$ cat src/rtl/bbcd_seq_ctrl.sv
// Sequential 16-bit binary to 5-digit packed BCD converter (shift-add-3).
// Iterations are counted by an external down-counter driven via LD/DEC and sampled via Z.
module bbcd_seq_ctrl (
    input  logic        CLK,
    input  logic        RST_N,
    input  logic        START,
    input  logic [15:0] BIN,
    output logic        LD,
    output logic        DEC,
    input  logic        Z,
    output logic [19:0] BCD,
    output logic        DONE,
    output logic        BUSY
);

    typedef enum logic [2:0] {
        IDLE  = 3'd0,
        LOAD  = 3'd1,
        ADJ   = 3'd2,
        SHIFT = 3'd3,
        CHECK = 3'd4
    } state_t;

    state_t      state_reg, state_next;
    logic [15:0] bin_sr_reg, bin_sr_next;
    logic [19:0] acc_reg, acc_next;
    logic [19:0] bcd_reg, bcd_next;
    logic        done_reg, done_next;
    logic [19:0] acc_adj;

    // Each digit is corrected independently; no carry crosses digit boundaries.
    generate
        for (genvar gi = 0; gi < 5; gi++) begin : g_digit_adj
            assign acc_adj[gi*4 +: 4] = (acc_reg[gi*4 +: 4] >= 4'd5) ?
                                        (acc_reg[gi*4 +: 4] + 4'd3) :
                                        acc_reg[gi*4 +: 4];
        end
    endgenerate

    always_ff @(posedge CLK or negedge RST_N) begin
        if (!RST_N) begin
            state_reg  <= IDLE;
            bin_sr_reg <= '0;
            acc_reg    <= '0;
            bcd_reg    <= '0;
            done_reg   <= 1'b0;
        end else begin
            state_reg  <= state_next;
            bin_sr_reg <= bin_sr_next;
            acc_reg    <= acc_next;
            bcd_reg    <= bcd_next;
            done_reg   <= done_next;
        end
    end

    always_comb begin
        state_next  = state_reg;
        bin_sr_next = bin_sr_reg;
        acc_next    = acc_reg;
        bcd_next    = bcd_reg;
        done_next   = 1'b0;
        case (state_reg)
            IDLE: begin
                if (START) begin
                    bin_sr_next = BIN;
                    acc_next    = '0;
                    state_next  = LOAD;
                end
            end
            LOAD: state_next = ADJ;
            ADJ: begin
                if (Z) begin
                    bcd_next   = acc_reg;
                    done_next  = 1'b1;
                    state_next = IDLE;
                end else begin
                    acc_next   = acc_adj;
                    state_next = SHIFT;
                end
            end
            SHIFT: begin
                acc_next    = {acc_reg[18:0], bin_sr_reg[15]};
                bin_sr_next = {bin_sr_reg[14:0], 1'b0};
                state_next  = CHECK;
            end
            // Gives the counter one edge to raise Z before it is sampled in ADJ.
            CHECK: state_next = ADJ;
            default: state_next = IDLE;
        endcase
    end

    assign LD   = (state_reg == LOAD);
    assign DEC  = (state_reg == SHIFT);
    assign BUSY = (state_reg != IDLE);
    assign BCD  = bcd_reg;
    assign DONE = done_reg;

endmodule

$ cat config.mk
export PLATFORM = sky130hd
export DESIGN_NAME = bbcd_seq_ctrl
export DESIGN_NICKNAME = d
export VERILOG_FILES = /design/src/rtl/bbcd_seq_ctrl.sv
export SDC_FILE = /design/constraint.sdc
export NUM_CORES = 1
export LEC_CHECK = 0
export CORE_ASPECT_RATIO = 2
export CORE_MARGIN = 4
export CORE_UTILIZATION = 60
export DETAILED_ROUTE_END_ITERATION = 12
export DONT_BUFFER_PORTS = 1
export HOLD_SLACK_MARGIN = 0.15
export PLACE_DENSITY = 0.83
export RECOVER_POWER = 25
export SLEW_MARGIN = 20
export SYNTH_ARGS = -nofsm -noshare
export SYNTH_HDL_FRONTEND = slang
export SYNTH_SLANG_ARGS = --single-unit
$ cat constraint.sdc
create_clock -name CLK -period 5.4 [get_ports CLK]
set_clock_uncertainty 0.15 [all_clocks]
set_input_delay 1.08 -clock CLK [delete_from_list [all_inputs] [get_ports CLK]]
set_output_delay 1.08 -clock CLK [all_outputs]
set_load 0.02 [all_outputs]
==> results of run 1 <==
==> layer usage <==
layer | global-route usage | vias to the layer above | routed length, um
li1 | - | 1066 | -
met1 | 0.2377 | 1107 | 2416
met2 | 0.3468 | 73 | 3404
met3 | 0.07480 | 20 | 410
met4 | 0.1272 | 0 | 238
met5 | 0 | - | 0
==> worst paths after layout <==
path / from / slack (ns) / to
setup / recovery: state_reg[2] / 2.26 / DEC
hold / removal: RST_N / 0.27 / BCD[16]
setup reg to reg: state_reg[0] / 2.92 / acc_reg[5]
hold reg to reg: bin_sr_reg[3] / 0.38 / bin_sr_reg[3]
max in group asynchronous: RST_N / 4.72 / acc_reg[10]
min in group CLK: bin_sr_reg[3] / 0.38 / bin_sr_reg[3]
==> placed cells by master (no fill, tap or decap), drive strengths merged, types with 2 or more instances in the layout <==
cell type / instances
o21a: 3
nand2: 8
o21ai: 19
a21oi: 36
inv: 17
o41a: 2
clkinv: 6
o41ai: 6
a31oi: 2
clkbuf: 10
nand2b: 5
ha: 10
nor2: 40
or2: 3
mux2: 24
o31ai: 2
o22ai: 4
or3b: 2
and2: 3
nor3: 5
dfrtp: 60
a22o: 4
a32oi: 2
o211ai: 4
mux2i: 17
a211oi: 4
==> worst max-delay path: cells and delay by family (launching register included) <==
family,cells,cell delay (ns)
flops,1,0.52
simple gates,2,1.04
==> through the flow <==
| stage | total power [uW] | area (sq um) |
|---|---|---|
| floorplan | 1746 | 3282 |
| global placement | 1837 | 3232 |
| detailed placement | 1891 | 3232 |
| CTS | 2242 | 3400 |
| global route | 2414 | 3400 |
| finish | 2230 | 3400 |
==> kinds of logic (layout without fill, tap and decap cells) <==
family | count (synthesis) | in the layout | share of synthesized area
AOI/OAI and AO/OA | 90 | 90 | 0.2005
adders and majority gates | 10 | 10 | 0.03812
buffers and inverters | 36 | 34 | 0.05909
DFF | 60 | 60 | 0.4575
muxes | 41 | 41 | 0.1376
and+or+nand+nor | 68 | 68 | 0.1071
==> power groups by stage <==
stage / Clock (uW) / Sequential, uW / Combinational [uW]
after floorplan: 0 / 823 / 923
after global placement: 0 / 885 / 952
after detailed placement: 0 / 894 / 997
after CTS: 355 / 888 / 999
after global routing: 378 / 912 / 1120
final: 348 / 883 / 999
==> layout make-up <==
| cell class | instances | area share |
|---|---|---|
| clock buffers | 10 | 0.04049 |
| clock inverters | 6 | 0.008833 |
| inverters | 17 | 0.01877 |
| multi-input cells | 209 | 0.4667 |
| flip-flops and latches | 60 | 0.4417 |
| well taps | 58 | 0.02135 |
| repair buffers | 1 | 0.002208 |
==> impl_metrics.toml, run 1 <==
[timing]
slew_headroom = 0.2667
tightest_slew_ns = 1.100
grt_setup_unrepaired = "false"
share_of_the_cycle_needed_by_the_critical_path_after_routing = 0.5812
whs_ns = 0.2745
fin_setup_tns_ns = 0
slew_viol_final = 0
post-route-worst-setup-slack_ns = 2.261
setup_viol = 0
fmax_mhz = 318.6
final.min_clock_period_ns = 3.139
finalHoldViolCount = 0

[clock_network]
cts_tree = "done"
htree_levels = 3
postCtsSetupBuffers = 0
cts-hold-fix-buffers = 0
tritoncts_num_sinks = 60
clock_path_buffers = 2
number_of_buffers_added_by_the_clock_tree_synthesis_step = 9
clkTransAtPathRegs_ns = 0.07
cts_root_buf = "clkbuf_8"
cts_repair_resize_count = 0
worstSkewPairLatency_ns = 0.35

[synthesis]
netlist_top_cells_area = "dfrtp_1, mux2i_1, mux2_1, nor2_1, ha_1"
ys_seq_elements = 60
ys.warnings.count = 0
synthTopCellsByCount = "dfrtp_1, nor2_1, a21oi_1"
synth.most_common_cell = "dfrtp_1"
synth_enable_flop_cells = 0
synth_area_leader_cell = "dfrtp_1"
synth_top_area_share = 0.4575
unique_cell_type_count_in_the_yosys_netlist = 45
synth_cells = 305
synthesis.nets = 335
synth-seq-area-share = 0.4575
synth_area_per_cell_sq_um = 10.76
ys.flop_type = "dfrtp_1"
synth-async-reset-ratio = 1.000
mappedNetlistArea_sq_um = 3282

[power]
internal_power_uw = 1222
power_frac_comb = 0.448
cellPowerDensity_nw_per_um2 = 656.1
seq_power_share = 0.396
cell_leakage_power_uw = 0.001470
sw_frac_of_total = 0.4519
power.switching_uw = 1008
clkPwrFrac = 0.156
vdd_drop_max_mv = 0.4059

[finish]
multi_input_area_sq_um = 1587
nFillCells = 413
finalNonFillerCells = 361
final_layout_size_suffix_gt1_frac = 0.1881
area.sequential_sq_um = 1501
nets = 328
insertedDiodeCount = 0
finalCoreUtilization = 0.6498
area_growth_pct = 3.584

[routing]
route.detailed.wl_per_inst_um = 17.92
route.antenna.remaining_nets = 0
drt-initial-drc-count = 99
routed_wirelength_um = 6469
drt_pre_antenna_iters = 4
via_count_of_the_routed_design = 2266
route.detailed.drc = 0
route.detailed.vias_per_inst = 6.277

[global_route]
grt_remaining_overflow = 0
grt_antenna_before_repair = 0
grt_max_degree = 61
grt_overall_usage = 0.2164
first_global_vias = 2348
grt_first_pass_wirelength_um = 10900

[critical_path]
setup.worst_path.start_class = "flop"
crit_slowest_cell = "nand2b_1"
slowest_delay_ns = 0.53
critPathCaptureType = "primary output"
timing.critical_path.fanout_max = 18
worstPathArrival_ns = 1.91
worstSetupPathType = "flop to primary output"
timing.critical_path.required_ns = 4.17
ff2ff_path_depth = 5
critical_path.cell_chain = "nand2b_1 > nor2_8"

[placed_design]
port-buffer-count = 0
gp_routability_congestion = 0.8223
placedCellCount = 345
dp_hpwl_um = 4539
placement.setup.worst_slack_ns = 2.611

[floorplanning]
floorplan.rows = 37
ioPinCount = 44
coreArea_sq_um = 5231
die_area_sq_um = 6789
die_width_um = 60.30
effective_utilization_at_floorplan = 0.6274
die_height_um = 112.6

[worst_hold_path]
worstHoldPathType = "primary input to asynchronous set/reset pin"

[run_status]
run_status = "completed"

[job]
max_cap_viol_count = 0
No activity file was read; power rests on OpenSTA's default activity.
==> run 2: changes to the inputs <==
==> constraint.sdc (replaced) <==
create_clock -name CLK -period 2.9 [get_ports CLK]
set_clock_uncertainty 0.15 [all_clocks]
set_input_delay 0.58 -clock CLK [delete_from_list [all_inputs] [get_ports CLK]]
set_output_delay 0.58 -clock CLK [all_outputs]
set_load 0.02 [all_outputs]
==> run 2 against run 1 <==
Net effect:
- design area up 3.0%
- non-clock buffer count up 9
- count of clock-buffer cells in the layout up 2
- critical path depth up 1
- largest power group unchanged
- highest routed layer unchanged
==> impl_metrics.toml, run 2 (same netlist as run 1, synthesis figures left out) <==
[clock_network]
clkTransAtPathRegs_ns = 0.06
htree_levels = 3
cts_repair_resize_count = 0
cts_root_buf = "clkbuf_8"
number_of_buffers_added_by_the_clock_tree_synthesis_step = 9
worstSkewPairLatency_ns = 0.34
cts_tree = "done"
tritoncts_num_sinks = 60
postCtsSetupBuffers = 0
clock_path_buffers = 2

[worst_hold_path]
worstHoldPathType = "primary input to flop"

[job]
max_cap_viol_count = 0

[placed_design]
port-buffer-count = 0
dp_hpwl_um = 4259
placement.setup.worst_slack_ns = 0.7911
gp_routability_congestion = 0.8151

[global_route]
grt_overall_usage = 0.2041
grt_first_pass_wirelength_um = 10440
grt_max_degree = 61
first_global_vias = 2291
grt_antenna_before_repair = 0
grt_remaining_overflow = 0

[timing]
share_of_the_cycle_needed_by_the_critical_path_after_routing = 0.8236
grt_setup_unrepaired = "false"
final.min_clock_period_ns = 2.388
post-route-worst-setup-slack_ns = 0.5115
slew_headroom = 0.05501
fin_setup_tns_ns = 0
finalHoldViolCount = 0
slew_viol_final = 0
fmax_mhz = 418.7
setup_viol = 0
tightest_slew_ns = 1.417

[floorplanning]
die_area_sq_um = 6789
die_height_um = 112.6
floorplan.rows = 37
ioPinCount = 44
die_width_um = 60.30
effective_utilization_at_floorplan = 0.6274
coreArea_sq_um = 5231

[run_status]
run_status = "completed"

[finish]
area_growth_pct = 6.710
nFillCells = 389
nets = 337
final_common_cell = "dfrtp_1"
insertedDiodeCount = 0
layout.cells.most_common_list = "dfrtp_1, nor2_1, a21oi_1"
final_layout_size_suffix_gt1_frac = 0.2051

[routing]
route.detailed.wl_per_inst_um = 16.51
route.detailed.vias_per_inst = 6.100
route.detailed.drc = 0
routed_wirelength_um = 6108
via_count_of_the_routed_design = 2257
route.antenna.remaining_nets = 0
drt_pre_antenna_iters = 4
drt-initial-drc-count = 76

[critical_path]
worstPathArrival_ns = 1.66
cp.buffers_inverters = 2
critPathCaptureType = "primary output"
timing.critical_path.fanout_max = 17
critical_path.cell_chain = "inv_2 > nor3_1 > buf_4"
worstSetupPathType = "flop to primary output"
worst_path_dominant_cell_family = "flip-flops"
timing.critical_path.required_ns = 2.17
crit_slowest_cell = "dfrtp_1"
slowest_delay_ns = 0.65
setup.worst_path.start_class = "flop"

[power]
cellPowerDensity_nw_per_um2 = 1229
cell_leakage_power_uw = 0.001521
vdd_drop_max_mv = 0.9700
==> run 2: final timing paths <==
check                      cells past startpoint  slack [ns]      startpoint        endpoint
hold / removal                                 1        0.20               Z    state_reg[0]
setup reg to reg                               5        0.79    state_reg[0]          BCD[5]
min in group asynchronous                      2        1.01           RST_N    state_reg[0]
max in group asynchronous                      2        0.74           RST_N    state_reg[2]
setup / recovery                               3        0.51    state_reg[0]              LD
hold reg to reg                                2        0.37  bin_sr_reg[14]  bin_sr_reg[14]
==> run 2: routing by layer <==
metal,vias up,track usage,routed length [um]
li1,1082,-,-
met1,1122,0.2207,2352
met2,44,0.3425,3307
met3,9,0.06904,312
met4,0,0.09763,136
met5,-,0,0
==> run 2: final cells by class <==
class                   count  area [sq um]  area share
multi-input cells         209          1587      0.4530
flip-flops and latches     60          1501      0.4287
clock buffers              12         155.1     0.04430
repair buffers             10         75.07     0.02144
well taps                  58         72.57     0.02072
inverters                  17         63.81     0.01822
clock inverters             4         47.55     0.01358
==> run 2: timing repair <==
action / in CTS / in global routing
hold buffers: 2 / 0
hold endpoints to repair: 60 / 0
setup endpoints to repair: 0 / 0
==> run 2: metrics by stage <==
| step | total power, uW | area [sq um] | cells | util | hold WS (ns) |
|---|---|---|---|---|---|
| 2_1_floorplan | 3251 | 3282 | 305 | - | 0.1344 |
| 3_3_place_gp | 3485 | 3284 | 352 | 0.6278 | 0.1365 |
| 3_5_place_dp | 3549 | 3284 | 352 | 0.6278 | 0.1358 |
| 4_1_cts | 4339 | 3525 | 370 | 0.6738 | 0.1857 |
| 5_1_grt | 4642 | 3502 | 370 | 0.6695 | 0.1842 |
| 6_report | 4304 | 3502 | 370 | 0.6695 | 0.1993 |
==> run 2: where the power goes <==
group          internal, uW  switching, uW  total (uW)
Clock                   440            315         755
Combinational           826           1050        1880
Sequential             1180            489        1670
==> run 3: changes to the inputs <==
--- a/config.mk
+++ b/config.mk
@@ -7,11 +7,11 @@
 export LEC_CHECK = 0
 export CORE_ASPECT_RATIO = 2
 export CORE_MARGIN = 4
-export CORE_UTILIZATION = 60
+export CORE_UTILIZATION = 57
 export DETAILED_ROUTE_END_ITERATION = 12
 export DONT_BUFFER_PORTS = 1
 export HOLD_SLACK_MARGIN = 0.15
-export PLACE_DENSITY = 0.83
+export PLACE_DENSITY = 0.82
 export RECOVER_POWER = 25
 export SLEW_MARGIN = 20
 export SYNTH_ARGS = -nofsm -noshare
==> constraint.sdc (replaced) <==
create_clock -name CLK -period 2.1 [get_ports CLK]
set_clock_uncertainty 0.15 [all_clocks]
set_input_delay 0.42 -clock CLK [delete_from_list [all_inputs] [get_ports CLK]]
set_output_delay 0.42 -clock CLK [all_outputs]
set_load 0.02 [all_outputs]
==> run 3 against run 2 <==
Net effect:
- count of clock-buffer cells in the layout down 1
- final cell count up 6.5%
- first-iteration DRC count up 3.9%
- critical path type is now flop to flop
- non-clock buffer count up 20
- sequential share of layout area down 3.1 points
- flip-flop and latch count unchanged
- sequential power up 37%
- die area up 4.7%
- design area up 7.9%
==> impl_metrics.toml, run 3 (same netlist as run 1, synthesis figures left out) <==
[run_status]
run_status = "completed"

[global_route]
grt_overall_usage = 0.2132
grt_antenna_before_repair = 0
grt_max_degree = 61
grt_remaining_overflow = 0
first_global_vias = 2492
grt_first_pass_wirelength_um = 11230

[power]
vdd_drop_max_mv = 1.124
cellPowerDensity_nw_per_um2 = 1676
p_total_uw = 6331
cell_leakage_power_uw = 0.001634

[finish]
nFillCells = 402
insertedDiodeCount = 0
nets = 359
final_common_cell = "dfrtp_1"
finalCoreUtilization = 0.6849
final_layout_size_suffix_gt1_frac = 0.2126
area_growth_pct = 15.10
layout.cells.most_common_list = "dfrtp_1, nor2_1, a21oi_1"

[critical_path]
worstPathArrival_ns = 2.03
worstSetupPathType = "flop to flop"
timing.critical_path.required_ns = 2.18
timing.critical_path.fanout_max = 13
setup.worst_path.start_class = "flop"
critPathCaptureType = "flop"

[placed_design]
gp_routability_congestion = 0.9184
dp_hpwl_um = 4573
placement.setup.worst_slack_ns = 0.1742
port-buffer-count = 0

[timing]
grt_setup_unrepaired = "false"
whs_ns = 0.2027
fin_setup_tns_ns = 0
final.min_clock_period_ns = 1.950
setup_viol = 0
post-route-worst-setup-slack_ns = 0.1504
fmax_mhz = 512.9
slew_headroom = 0.4696
slew_viol_final = 0
tightest_slew_ns = 0.7956
finalHoldViolCount = 0
share_of_the_cycle_needed_by_the_critical_path_after_routing = 0.9284

[routing]
drt_pre_antenna_iters = 5
route.detailed.drc = 0
route.antenna.remaining_nets = 0
via_count_of_the_routed_design = 2394
drt-initial-drc-count = 79
route.detailed.vias_per_inst = 6.076
route.detailed.wl_per_inst_um = 17.33
routed_wirelength_um = 6829

[floorplanning]
die_height_um = 115.3
coreArea_sq_um = 5515
floorplan.rows = 38
die_area_sq_um = 7109
effective_utilization_at_floorplan = 0.5951
die_width_um = 61.66
ioPinCount = 44

[clock_network]
cts_tree = "done"
clkTransAtPathRegs_ns = 0.06
htree_levels = 3
worstSkewPairLatency_ns = 0.35
cts_root_buf = "clkbuf_8"
clock_path_buffers = 2
number_of_buffers_added_by_the_clock_tree_synthesis_step = 9
tritoncts_num_sinks = 60

[worst_hold_path]
worstHoldPathType = "primary input to flop"

[job]
max_cap_viol_count = 0
-- run 3: layout make-up --
cell class / instances / area (sq um) / share of cell area
clock buffers: 11 / 141.4 / 0.03743
well taps: 60 / 75.07 / 0.01987
flip-flops and latches: 60 / 1503 / 0.3978
clock inverters: 5 / 75.07 / 0.01987
inverters: 17 / 63.81 / 0.01689
multi-input cells: 211 / 1612 / 0.4266
repair buffers: 30 / 307.8 / 0.08148
-- run 3: per-layer routing --
metal / share of wire / routed length [um] / vias up / GRT usage
li1: - / - / 1136 / -
met1: 0.35 / 2375 / 1158 / 0.2115
met2: 0.56 / 3856 / 73 / 0.3716
met3: 0.044 / 298 / 27 / 0.05056
met4: 0.044 / 298 / 0 / 0.1388
met5: 0 / 0 / - / 0
-- run 3: worst max-delay path, stage by stage, from the launching register on --
cell,delay (ns)
dfrtp_1,0.53
or3b_4,0.54
nor2_1,0.19
a21oi_2,0.10
mux2_1,0.32
-- run 3: per-stage QoR --
step                      instances  area, sq um
final                           394         3777
after global placement          357         3347
after floorplan                 305         3282
after global routing            394         3777
after detailed placement        357         3347
after CTS                       392         3771
-- run 3: path summary, 6_finish.rpt --
path / end / slack [ns] / startpoint / cells past startpoint
max reg2reg: acc_reg[1] / 0.15 / state_reg[1] / 4
min reg2reg: bin_sr_reg[3] / 0.37 / bin_sr_reg[3] / 2
min in group asynchronous: acc_reg[10] / 0.60 / RST_N / 2
min: bin_sr_reg[0] / 0.20 / BIN[0] / 2
max: acc_reg[1] / 0.15 / state_reg[1] / 4
max in group asynchronous: state_reg[0] / 0.63 / RST_N / 2
-- run 3: repair_timing --
item,4_1_cts,5_1_grt
resized for setup,0,2
setup endpoints to repair,0,1
buffers inserted,0,0
hold buffers,19,0
hold endpoints to repair,76,0
-- run 3: report_power, final --
group / switching, uW / internal, uW
Clock: 441 / 694
Combinational: 1610 / 1300
Sequential: 642 / 1640
Total: 2700 / 3630
